<file path="src/rtl/reg_bus_arbiter.sv">
// reg_bus_arbiter: two-port round-robin arbiter/sequencer for the core-clock
// register bus. Pops one request at a time from two non-show-ahead FIFOs,
// runs it on the register bus and steers read results back to the requester.
// Optional watchdog: define REG_ARB_TIMEOUT_EN to compile in the abort path
// (counter, timeout_pulse). Without it REQ waits for reg_ack indefinitely.
module reg_bus_arbiter #(
    parameter int CPCI_NF2_ADDR_WIDTH = 27,
    parameter int CPCI_NF2_DATA_WIDTH = 32,
    parameter int TIMEOUT_CYCLES      = 255
) (
    input  logic                           core_clk,
    input  logic                           reset,
    // port 0 request FIFO / response
    input  logic                           fifo_empty_0,
    output logic                           fifo_rd_en_0,
    input  logic                           bus_rd_wr_L_0,
    input  logic [CPCI_NF2_ADDR_WIDTH-1:0] bus_addr_0,
    input  logic [CPCI_NF2_DATA_WIDTH-1:0] bus_wr_data_0,
    output logic [CPCI_NF2_DATA_WIDTH-1:0] bus_rd_data_0,
    output logic                           bus_rd_vld_0,
    // port 1 request FIFO / response
    input  logic                           fifo_empty_1,
    output logic                           fifo_rd_en_1,
    input  logic                           bus_rd_wr_L_1,
    input  logic [CPCI_NF2_ADDR_WIDTH-1:0] bus_addr_1,
    input  logic [CPCI_NF2_DATA_WIDTH-1:0] bus_wr_data_1,
    output logic [CPCI_NF2_DATA_WIDTH-1:0] bus_rd_data_1,
    output logic                           bus_rd_vld_1,
    // register-processing side
    output logic                           reg_req,
    output logic                           reg_rd_wr_L,
    output logic [CPCI_NF2_ADDR_WIDTH-1:0] reg_addr,
    output logic [CPCI_NF2_DATA_WIDTH-1:0] reg_wr_data,
    input  logic                           reg_ack,
    input  logic [CPCI_NF2_DATA_WIDTH-1:0] reg_rd_data,
    output logic                           timeout_pulse
);

    localparam int DW = CPCI_NF2_DATA_WIDTH;

    // Read data returned to the requester when the watchdog aborts a read
    localparam logic [DW-1:0] ABORT_DATA = DW'(32'hDEAD_BEEF);

    typedef enum logic [2:0] {
        IDLE  = 3'd0,
        POP   = 3'd1,
        LATCH = 3'd2,
        REQ   = 3'd3,
        RESP  = 3'd4
    } state_t;

    state_t        state, next_state;
    logic          gnt, next_gnt;     // port owning the current transaction
    logic          last_grant;        // port granted most recently
    logic          pick;              // round-robin choice while IDLE
    logic          to_expire;         // watchdog limit reached this REQ cycle
    logic          rsp_done;          // REQ -> RESP this cycle
    logic [DW-1:0] rsp_data;

`ifdef REG_ARB_TIMEOUT_EN
    localparam logic [7:0] TO_LAST = 8'(TIMEOUT_CYCLES - 1);

    logic [7:0] to_cnt;

    // Watchdog: zeroed just before REQ, counts REQ cycles without an ack
    always_ff @(posedge core_clk or posedge reset) begin
        if (reset)
            to_cnt <= 8'd0;
        else if (state == LATCH)
            to_cnt <= 8'd0;
        else if (state == REQ && !reg_ack)
            to_cnt <= to_cnt + 8'd1;
    end

    // An ack in the expiry cycle still completes normally
    assign to_expire = (to_cnt == TO_LAST) && !reg_ack;

    // One pulse per aborted transaction, aligned with the RESP cycle
    always_ff @(posedge core_clk or posedge reset) begin
        if (reset)
            timeout_pulse <= 1'b0;
        else
            timeout_pulse <= rsp_done && !reg_ack;
    end
`else
    logic [31:0] unused_timeout_cfg;
    assign unused_timeout_cfg = 32'(TIMEOUT_CYCLES);
    assign to_expire          = 1'b0;
    assign timeout_pulse      = 1'b0;
`endif

    // Both FIFOs pending: alternate away from last winner; else take the busy one
    assign pick = (!fifo_empty_0 && !fifo_empty_1) ? ~last_grant : fifo_empty_0;

    // Next-state and grant selection
    always_comb begin
        next_state = state;
        next_gnt   = gnt;
        case (state)
            IDLE: begin
                if (!fifo_empty_0 || !fifo_empty_1) begin
                    next_state = POP;
                    next_gnt   = pick;
                end
            end
            POP:   next_state = LATCH;
            LATCH: next_state = REQ;
            REQ: begin
                if (reg_ack || to_expire)
                    next_state = RESP;
            end
            RESP:    next_state = IDLE;
            default: next_state = IDLE;
        endcase
    end

    assign rsp_done = (state == REQ) && (next_state == RESP);
    assign rsp_data = reg_ack ? reg_rd_data : ABORT_DATA;

    // State, grant and round-robin history
    always_ff @(posedge core_clk or posedge reset) begin
        if (reset) begin
            state      <= IDLE;
            gnt        <= 1'b0;
            last_grant <= 1'b1;
        end else begin
            state <= next_state;
            gnt   <= next_gnt;
            if (state == IDLE && next_state == POP)
                last_grant <= next_gnt;
        end
    end

    // FIFO pop strobes: high for the single POP cycle of the granted port
    always_ff @(posedge core_clk or posedge reset) begin
        if (reset) begin
            fifo_rd_en_0 <= 1'b0;
            fifo_rd_en_1 <= 1'b0;
        end else begin
            fifo_rd_en_0 <= (next_state == POP) && !next_gnt;
            fifo_rd_en_1 <= (next_state == POP) &&  next_gnt;
        end
    end

    // Request fields: captured from FIFO q in LATCH, held through REQ and after
    always_ff @(posedge core_clk or posedge reset) begin
        if (reset) begin
            reg_req     <= 1'b0;
            reg_rd_wr_L <= 1'b0;
            reg_addr    <= '0;
            reg_wr_data <= '0;
        end else begin
            reg_req <= (next_state == REQ);
            if (state == LATCH) begin
                reg_rd_wr_L <= gnt ? bus_rd_wr_L_1 : bus_rd_wr_L_0;
                reg_addr    <= gnt ? bus_addr_1    : bus_addr_0;
                reg_wr_data <= gnt ? bus_wr_data_1 : bus_wr_data_0;
            end
        end
    end

    // Read responses: strobe plus data, data held until that port's next read
    always_ff @(posedge core_clk or posedge reset) begin
        if (reset) begin
            bus_rd_vld_0  <= 1'b0;
            bus_rd_vld_1  <= 1'b0;
            bus_rd_data_0 <= '0;
            bus_rd_data_1 <= '0;
        end else begin
            bus_rd_vld_0 <= rsp_done && reg_rd_wr_L && !gnt;
            bus_rd_vld_1 <= rsp_done && reg_rd_wr_L &&  gnt;
            if (rsp_done && reg_rd_wr_L && !gnt)
                bus_rd_data_0 <= rsp_data;
            if (rsp_done && reg_rd_wr_L && gnt)
                bus_rd_data_1 <= rsp_data;
        end
    end

endmodule

</file>
<file path="config.mk">
export PLATFORM = sky130hd
export DESIGN_NAME = reg_bus_arbiter
export DESIGN_NICKNAME = d
export VERILOG_FILES = /design/src/rtl/reg_bus_arbiter.sv
export SDC_FILE = /design/constraint.sdc
export NUM_CORES = 1
export LEC_CHECK = 0
export CORE_ASPECT_RATIO = 1.5
export CORE_MARGIN = 2
export CORE_UTILIZATION = 46
export CTS_BUF_LIST = sky130_fd_sc_hd__clkbuf_8
export CTS_CLUSTER_SIZE = 40
export DETAILED_ROUTE_END_ITERATION = 8
export PLACE_DENSITY = 0.89
export SLEW_MARGIN = 40
export SYNTH_ARGS = -nofsm -noshare
export SYNTH_HDL_FRONTEND = slang
export SYNTH_SLANG_ARGS = --single-unit
export TNS_END_PERCENT = 5
</file>
<file path="constraint.sdc">
create_clock -name core_clk -period 6.8 [get_ports core_clk]
set_input_delay 1.02 -clock core_clk [delete_from_list [all_inputs] [get_ports core_clk]]
set_output_delay 1.02 -clock core_clk [all_outputs]
set_load 0.05 [all_outputs]
</file>
; ---- After elaboration in Yosys (flattened, before gate mapping)
; Cells that the tools add are included.
[word_totals]
ff_bits = 134
input_bits = 157
output_inout_bits = 130
[op_classes]
n_eq_ne = 6
n_mux = 10
n_bitwise = 1
reduce_logical = 14
[ops]
columns = operator, count
row1 = $mux W32, 2
row2 = $mux W27, 1
row3 = $pmux W3 S4, 1
row4 = $eq A3 B2 Y1 const B, 3
row5 = $logic_and A1 B1 Y1, 8
row6 = $eq A3 B1 Y1 const B, 2
row7 = $mux W3, 2
row8 = $logic_not A1 Y1, 4
row9 = $mux W1, 4
row10 = $eq A3 B3 Y1 const B, 1
row11 = $logic_not A3 Y1, 1
row12 = $logic_or A1 B1 Y1, 1
row13 = $not A1 Y1, 1

; ---- Logic depth before layout (Yosys ltp)
; Gate-level depths: netlist (run 1).
[logic_depth]
depth_word = 8
depth_mapped = 6

; ---- Worst setup path before layout (run 1)
; OpenSTA, ideal clock, no wires.
[synth_path]
path_kind = input to register
from = in reg_ack
to = reg bus_rd_data_0[10]
arrival_ns = 1.967
required_ns = 6.675
setup_slack_ns = 4.708
cell_stages = 5
cell_sequence = and4b_4 -> and3_1 -> buf_6 -> buf_8 -> mux2_4
[synth_between]
elab_chain_len = 6
word_cells_on_any_way = 7
cone_classes = eq/ne (1) / mux (3) / reduce/logical (3)
[synth_rtl]
columns = element, line
row1 = from (decl), 34  ; input logic reg_ack,
row2 = $mux W3, 109  ; if (reg_ack || to_expire)
row3 = $pmux W3 S4, 99  ; case (state)
row4 = $eq A3 B3 Y1, 117  ; assign rsp_done = (state == REQ) && (next_state == RESP);
row5 = $logic_and A1 B1 Y1, 117
row6 = $logic_and A1 B1 Y1 (2 in a row), 172  ; if (rsp_done && reg_rd_wr_L && !gnt)
row7 = to (signal assigned), 173  ; bus_rd_data_0 <= rsp_data;
row8 = to (decl), 19  ; output logic [CPCI_NF2_DATA_WIDTH-1:0] bus_rd_data_0,
; Several ways; a longest one is shown, not always the timed one.
; A chain may end at the register's enable or synchronous reset.

; ---- Final worst setup path (run 1)
[layout_path]
from = in reg_ack
to = reg bus_rd_data_0[26]
[layout_between]
elab_chain_len = 6
word_cells_on_any_way = 7
cone_classes = eq/ne (1) / mux (3) / reduce/logical (3)
[layout_rtl]
columns = element, line
row1 = $mux W3, 109
row2 = $pmux W3 S4, 99
row3 = named net next_state[2], 52  ; state_t state, next_state;
row4 = $eq A3 B3 Y1, 117
row5 = $logic_and A1 B1 Y1, 117
row6 = $logic_and A1 B1 Y1 (2 in a row), 172
; The timed path passes the listed nets, and every way through them passes these cells.

==> impl_metrics.yaml, run 1 <==
routing:
  post-route-drc-count: 0
  vias: 4650
  drt_iter0_drc: 152
  viasPerCell: 5.11
  dr.pass1.iters: 4
  wl_per_cell_um: 18.0
  ant_nets: 0
  wirelength_mm: 16.4
place:
  detailed_place.area_sq_um: 8870
  port-buffer-count: 285
  dp_hpwl_mm: 12.2
  place_inst: 879
  pre_cts_ws_ps: 3500
  place_congestion: 0.790
worst_setup_path:
  ff2ff_path_depth: 2
  crit_type: "in2reg"
  max_stage_delay_ps: 610
  start_kind: "input port"
  path_max_fanout: 35
  cp_data_arrival_time_ps: 3160
  rrSetupSlack_ps: 4800
  cpMaxStageDelayCell: "and3_4"
  cp-end-kind: "flop"
  cp_cell_sequence: "clkdlybuf4s50_1, buf_4, and4b_4, and3_4, mux2_1"
  crit_required_ps: 7090
yosys:
  synth_area_sq_um: 5980
  ys_ff_latch: 134
  syn_area_per_cell_sq_um: 12.9
  synth-main-ff-cell: "dfrtp_1"
  postSynth.asyncResetShare_pct: 100
  synth_cells: 463
  synth_edf_count: 0
  yosys_warnings: 0
  synth_cell_types: 27
  synth_fp_nets: 620
  ys_seq_area_share_pct: 56.1
clocking:
  path_clk_slew_ps: 60
  h-tree-depth: 4
  cts_setup_buffers: 0
  cts_hold_buf: 0
  cts_tree: "done"
  cts_root_buffer: "clkbuf_8"
  clock-sinks: 134
  clk_path_buf_depth: 2
  numCtsBuffers: 17
  clk_latency_ps: 420
  ctsResizeCount: 0
timing:
  clock.fmax_mhz: 349
  final.period_utilization_pct: 42.2
  maxSlewViolCount: 0
  setup_tns_ps: 0
  worst_slack_ps: 3930
  fin_skew_ps: 11.2
  rsz0062_at_grt: "false"
  hold_viol_final: 0
  finalSetupViolCount: 0
  timing.hold.ws_ps: 489
  max_slew_margin_pct: 46.7
  worstMarginPinSlew_ps: 799
  finalCriticalPeriod_ps: 2870
pwr:
  vdd_drop_max_uv: 336
  powerDensity_nw_per_um2: 565
  leakagePower_nw: 3.95
outcome:
  outcome: "finished clean"
finish:
  drive_above_1_share_pct: 12.9
  n_fill_cell: 860
  layoutNonFillerInstCount: 910
  area_delta_synth_final_pct: 55.6
  fin_area_sq_um: 9300
  antenna_cells: 0
  fin_nets: 896
hold_path:
  hold_class: "reg2reg"
  hold_depth: 1
floorplanning:
  fp.dieW_um: 97.1
  die-area_sq_um: 13900
  io_pins: 287
  core_area_sq_um: 12800
  die_height_um: 144
  start_util_pct: 46.6
  num_rows: 51
global_routing:
  grt_max_degree: 121
  overflow: 0
  track_usage_pct: 23.5
  grt_pass1_wl_mm: 25.6
  grt_pass1_vias: 4899
  antenna_found_initial: 0
job:
  maxCapViolations: 0
[power breakdown]
group          internal (W)  switching (W)  leakage (nW)
sequential          0.00118       0.000297          1.52
clock              0.000396       0.000308         0.216
combinational       0.00117        0.00190          2.22
total               0.00275        0.00251          3.95
[Yosys cell counts (2+ instances only)]
cell	instances	share of area (%)
mux2_1	6	1.1
mux2i_1	60	10
dfrtp_1	133	56
mux2_4	58	15
buf_8	6	1.5
and3_1	2	0.21
buf_6	2	0.38
and2_1	8	0.84
buf_2	14	1.2
nor2_1	61	3.8
clkbuf_1	7	0.44
nor4_1	2	0.21
a21oi_1	62	5.2
buf_1	2	0.13
nand2b_1	25	2.6
o21bai_1	2	0.25
inv_1	3	0.19
[worst paths after layout]
check	to	from
min in group asynchronous	reg_addr[13]$_DFFE_PP0N_	reset
max in group asynchronous	gnt$_DFF_PP0_	reset
min	bus_rd_data_0[25]$_DFFE_PP0P_	bus_rd_data_0[25]$_DFFE_PP0P_
min reg2reg	bus_rd_data_0[25]$_DFFE_PP0P_	bus_rd_data_0[25]$_DFFE_PP0P_
max	bus_rd_data_0[26]$_DFFE_PP0P_	reg_ack
max reg2reg	bus_rd_data_1[29]$_DFFE_PP0P_	gnt$_DFF_PP0_
[flip-flops by register name (all words and copies together), names as in the netlist, 3 cells and up]
name / flops
state: 3
reg_wr_data: 32
reg_addr: 27
bus_rd_data_1: 32
bus_rd_data_0: 32
[critical path, delay by kind of cell]
family	cells	cell delay, ps
simple gates	2	930
buf+inv	2	810
mux	1	370
[area by class of cell]
cell class | count | area, sq um | area share, %
clock buffers | 17 | 234 | 2.52
clock inverters | 14 | 186 | 2.01
inverters | 3 | 18.8 | 0.202
multi-input cells | 294 | 2400 | 25.8
flip-flops and latches | 134 | 3360 | 36.1
well taps | 159 | 199 | 2.14
repair buffers | 289 | 2900 | 31.2
[per-stage QoR]
stage	util [%]	power, W
3_5_place_dp	69.2	0.00456
2_1_floorplan	-	0.00353
4_1_cts	72.5	0.00529
6_report	72.5	0.00525
3_3_place_gp	68.9	0.00446
5_1_grt	72.5	0.00549
[cell families (layout without fill, tap and decap cells)]
| family | Yosys count | count (layout) | synth area share [%] |
|---|---|---|---|
| muxes | 124 | 124 | 25.8 |
| DFF | 134 | 134 | 56.1 |
| AOI/OAI and AO/OA | 68 | 68 | 5.95 |
| buffers and inverters | 35 | 323 | 3.94 |
| and+or+nand+nor | 101 | 101 | 8.17 |
| other | 1 | 1 | 0.0628 |
[routing by layer]
layer  global-route usage (%)  part of all wire (%)  up-vias
met2                     40.8                    52      230
met5                        0                     0        -
met1                     26.8                    38     2245
met3                     7.15                   6.9       37
met4                     10.4                   3.1        0
li1                         -                     -     2138
[cells in the final DEF, fill, tap and decap left out, drive strengths merged, types with 2 or more instances in the layout]
cell type	Yosys	final
clkinv	0	3
a21oi	62	62
clkbuf	7	17
mux2i	60	60
inv	3	8
and2	8	8
o21bai	2	2
nor2	61	61
nor4	2	2
mux2	64	64
nand2b	25	25
clkinvlp	0	2
bufinv	0	4
dfrtp	133	133
and3	2	2
buf	25	4
clkdlybuf4s50	0	285
(Power assumes the default switching activity.)
==> run 2, diff against run 1 <==
--- a/config.mk
+++ b/config.mk
@@ -7,11 +7,11 @@
 export LEC_CHECK = 0
 export CORE_ASPECT_RATIO = 1.5
 export CORE_MARGIN = 2
-export CORE_UTILIZATION = 46
+export CORE_UTILIZATION = 42
 export CTS_BUF_LIST = sky130_fd_sc_hd__clkbuf_8
 export CTS_CLUSTER_SIZE = 40
 export DETAILED_ROUTE_END_ITERATION = 8
-export PLACE_DENSITY = 0.89
+export PLACE_DENSITY = 0.82
 export SLEW_MARGIN = 40
 export SYNTH_ARGS = -nofsm -noshare
 export SYNTH_HDL_FRONTEND = slang
==> constraint.sdc (replaced) <==
create_clock -name core_clk -period 2.7 [get_ports core_clk]
set_input_delay 0.405 -clock core_clk [delete_from_list [all_inputs] [get_ports core_clk]]
set_output_delay 0.405 -clock core_clk [all_outputs]
set_load 0.05 [all_outputs]
==> run 2 against run 1 <==
  * Total power grew to 2.5 times the previous value
  * Critical path type is now reg2out
  * Global-route usage shrank 2.0 points
  * Final cell count grew 4.3%
  * Clock skew grew 11 ps
  * Via count shrank 0.71%
  * Clock-buffer cell count grew 1
  * First-iteration DRC count shrank 18%
==> impl_metrics.yaml, run 2 (same netlist as run 1, synthesis figures left out) <==
outcome:
  outcome: "finished clean"
worst_setup_path:
  crit_type: "reg2out"
  ff2ff_path_depth: 4
  critPathBufInv: 1
  rrSetupSlack_ps: 810
  r2r-start: "state[2]$_DFF_PP0_"
  cp_data_arrival_time_ps: 1680
  cp-end-kind: "output pin"
  path_depth: 1
  max_stage_delay_ps: 850
  reg2reg_to: "bus_rd_data_1[29]$_DFFE_PP0P_"
  path_max_fanout: 2
  start_kind: "flop"
  cpMaxStageDelayCell: "clkdlybuf4s50_1"
  crit_family: "buffers and inverters"
  cp_cell_sequence: "clkdlybuf4s50_1"
  crit_required_ps: 2300
timing:
  worst_slack_ps: 611
  maxSlewViolCount: 0
  setup_tns_ps: 0
  finalCriticalPeriod_ps: 2090
  final.period_utilization_pct: 77.4
  rsz0062_at_grt: "false"
  fin_skew_ps: 22.5
  hold_viol_final: 0
  clock.fmax_mhz: 479
  max_slew_margin_pct: 61.6
  finalSetupViolCount: 0
  worstMarginPinSlew_ps: 574
place:
  port-buffer-count: 285
  detailed_place.area_sq_um: 9010
  place_inst: 917
  place_congestion: 0.800
  dp_hpwl_mm: 12.1
  pre_cts_ws_ps: 488
floorplanning:
  die-area_sq_um: 15200
  io_pins: 287
  core_area_sq_um: 14000
  fp.dieW_um: 101
  num_rows: 53
  start_util_pct: 42.7
  die_height_um: 150
job:
  maxCapViolations: 0
global_routing:
  grt-busiest-layer: "met2"
  use_met2_pct: 38.3
  grt_max_degree: 79
  grt_pass1_wl_mm: 25.2
  grt_pass1_vias: 4915
  antenna_found_initial: 0
  grtUsageMet1_pct: 24.1
  use_met3_pct: 6.50
  track_usage_pct: 21.5
  overflow: 0
hold_path:
  hold_class: "in2async"
routing:
  vias: 4617
  drt_iter0_drc: 124
  wl_per_cell_um: 17.2
  ant_nets: 0
  wirelength_mm: 16.4
  post-route-drc-count: 0
  viasPerCell: 4.87
  dr.pass1.iters: 5
clocking:
  clk_path_buf_depth: 2
  path_clk_slew_ps: 80
  clock-sinks: 134
  h-tree-depth: 4
  cts_root_buffer: "clkbuf_8"
  cts_hold_buf: 0
  cts_setup_buffers: 0
  cts_tree: "done"
  numCtsBuffers: 17
  ctsResizeCount: 0
  clk_latency_ps: 440
pwr:
  clkPwrFrac_pct: 13.4
  pwr-share-seq_pct: 27.6
  internal_power_w: 0.00692
  powerDensity_nw_per_um2: 1400
  p_sw_w: 0.00633
  leakagePower_nw: 4.00
  p_sw_share_pct: 47.8
  comb_power_share_pct: 59.1
  vdd_drop_max_uv: 661
finish:
  n_fill_cell: 1025
  layoutNonFillerInstCount: 949
  fin_area_sq_um: 9460
  final_common_cell: "clkdlybuf4s50_1"
  antenna_cells: 0
  fin_nets: 902
  area_delta_synth_final_pct: 58.3
  mostFrequentLayoutCells: "clkdlybuf4s50_1, dfrtp_1, a21oi_1, nor2_1, mux2i_1"
  top_regs: "bus_rd_data_0 x32, bus_rd_data_1 x32, reg_wr_data x32"
  drive_above_1_share_pct: 14.0
-- run 2: cell count changes in the layout (fill, tap and decap cells not counted), sizes merged --
| cell | delta |
|---|---|
| buf | +6 |
| clkinv | +2 |
| inv | -2 |
| bufinv | -1 |
| clkbuf | +1 |
-- run 2: how the worst max path moves through the flow --
stage	from	endpoint	slack (ps)
global placement	reg_ack	bus_rd_data_1[28]$_DFFE_PP0P_	520
CTS	reg_rd_wr_L$_DFFE_PP0N_	reg_rd_wr_L	600
floorplan	reset	bus_rd_data_0[0]$_DFFE_PP0P_	630
global route	bus_rd_data_0[17]$_DFFE_PP0P_	bus_rd_data_0[17]	560
detailed placement	reg_ack	bus_rd_data_1[28]$_DFFE_PP0P_	490
finish	bus_rd_data_0[17]$_DFFE_PP0P_	bus_rd_data_0[17]	610
-- run 2: cell type report --
type	instances	area, sq um	share of cell area [%]
Clock inverter	13	171	1.81
Sequential cell	134	3360	35.5
Tap cell	192	240	2.54
Inverter	3	15.0	0.159
Multi-Input combinational cell	294	2390	25.3
Timing Repair Buffer	295	3040	32.1
Clock buffer	18	248	2.62
-- run 2: stage by stage --
step	power [W]	hold WS, ps	utilization, %
after floorplan	0.00890	496	-
after global placement	0.0113	469	64.4
after detailed placement	0.0115	482	64.4
after CTS	0.0133	492	67.4
after global routing	0.0139	358	67.6
final	0.0132	350	67.6
-- run 2: per-layer routing --
metal	wire, um	vias up
li1	-	2160
met1	6230	2216
met2	8610	215
met3	1180	26
met4	334	0
met5	0	-
-- run 2: power by group through the flow --
stage | Combinational (W) | Sequential (W) | Clock (W)
final | 0.00782 | 0.00365 | 0.00177
after global routing | 0.00819 | 0.00377 | 0.00190
after CTS | 0.00788 | 0.00366 | 0.00181
after detailed placement | 0.00785 | 0.00368 | 0
after global placement | 0.00769 | 0.00362 | 0
after floorplan | 0.00227 | 0.00663 | 0
-- run 2: worst register-to-register path, cell delays in order, from the launching register on --
cell     delay (ps)
dfrtp_1         460
and4b_4         370
and3_2          300
buf_12          260
mux2_1          370
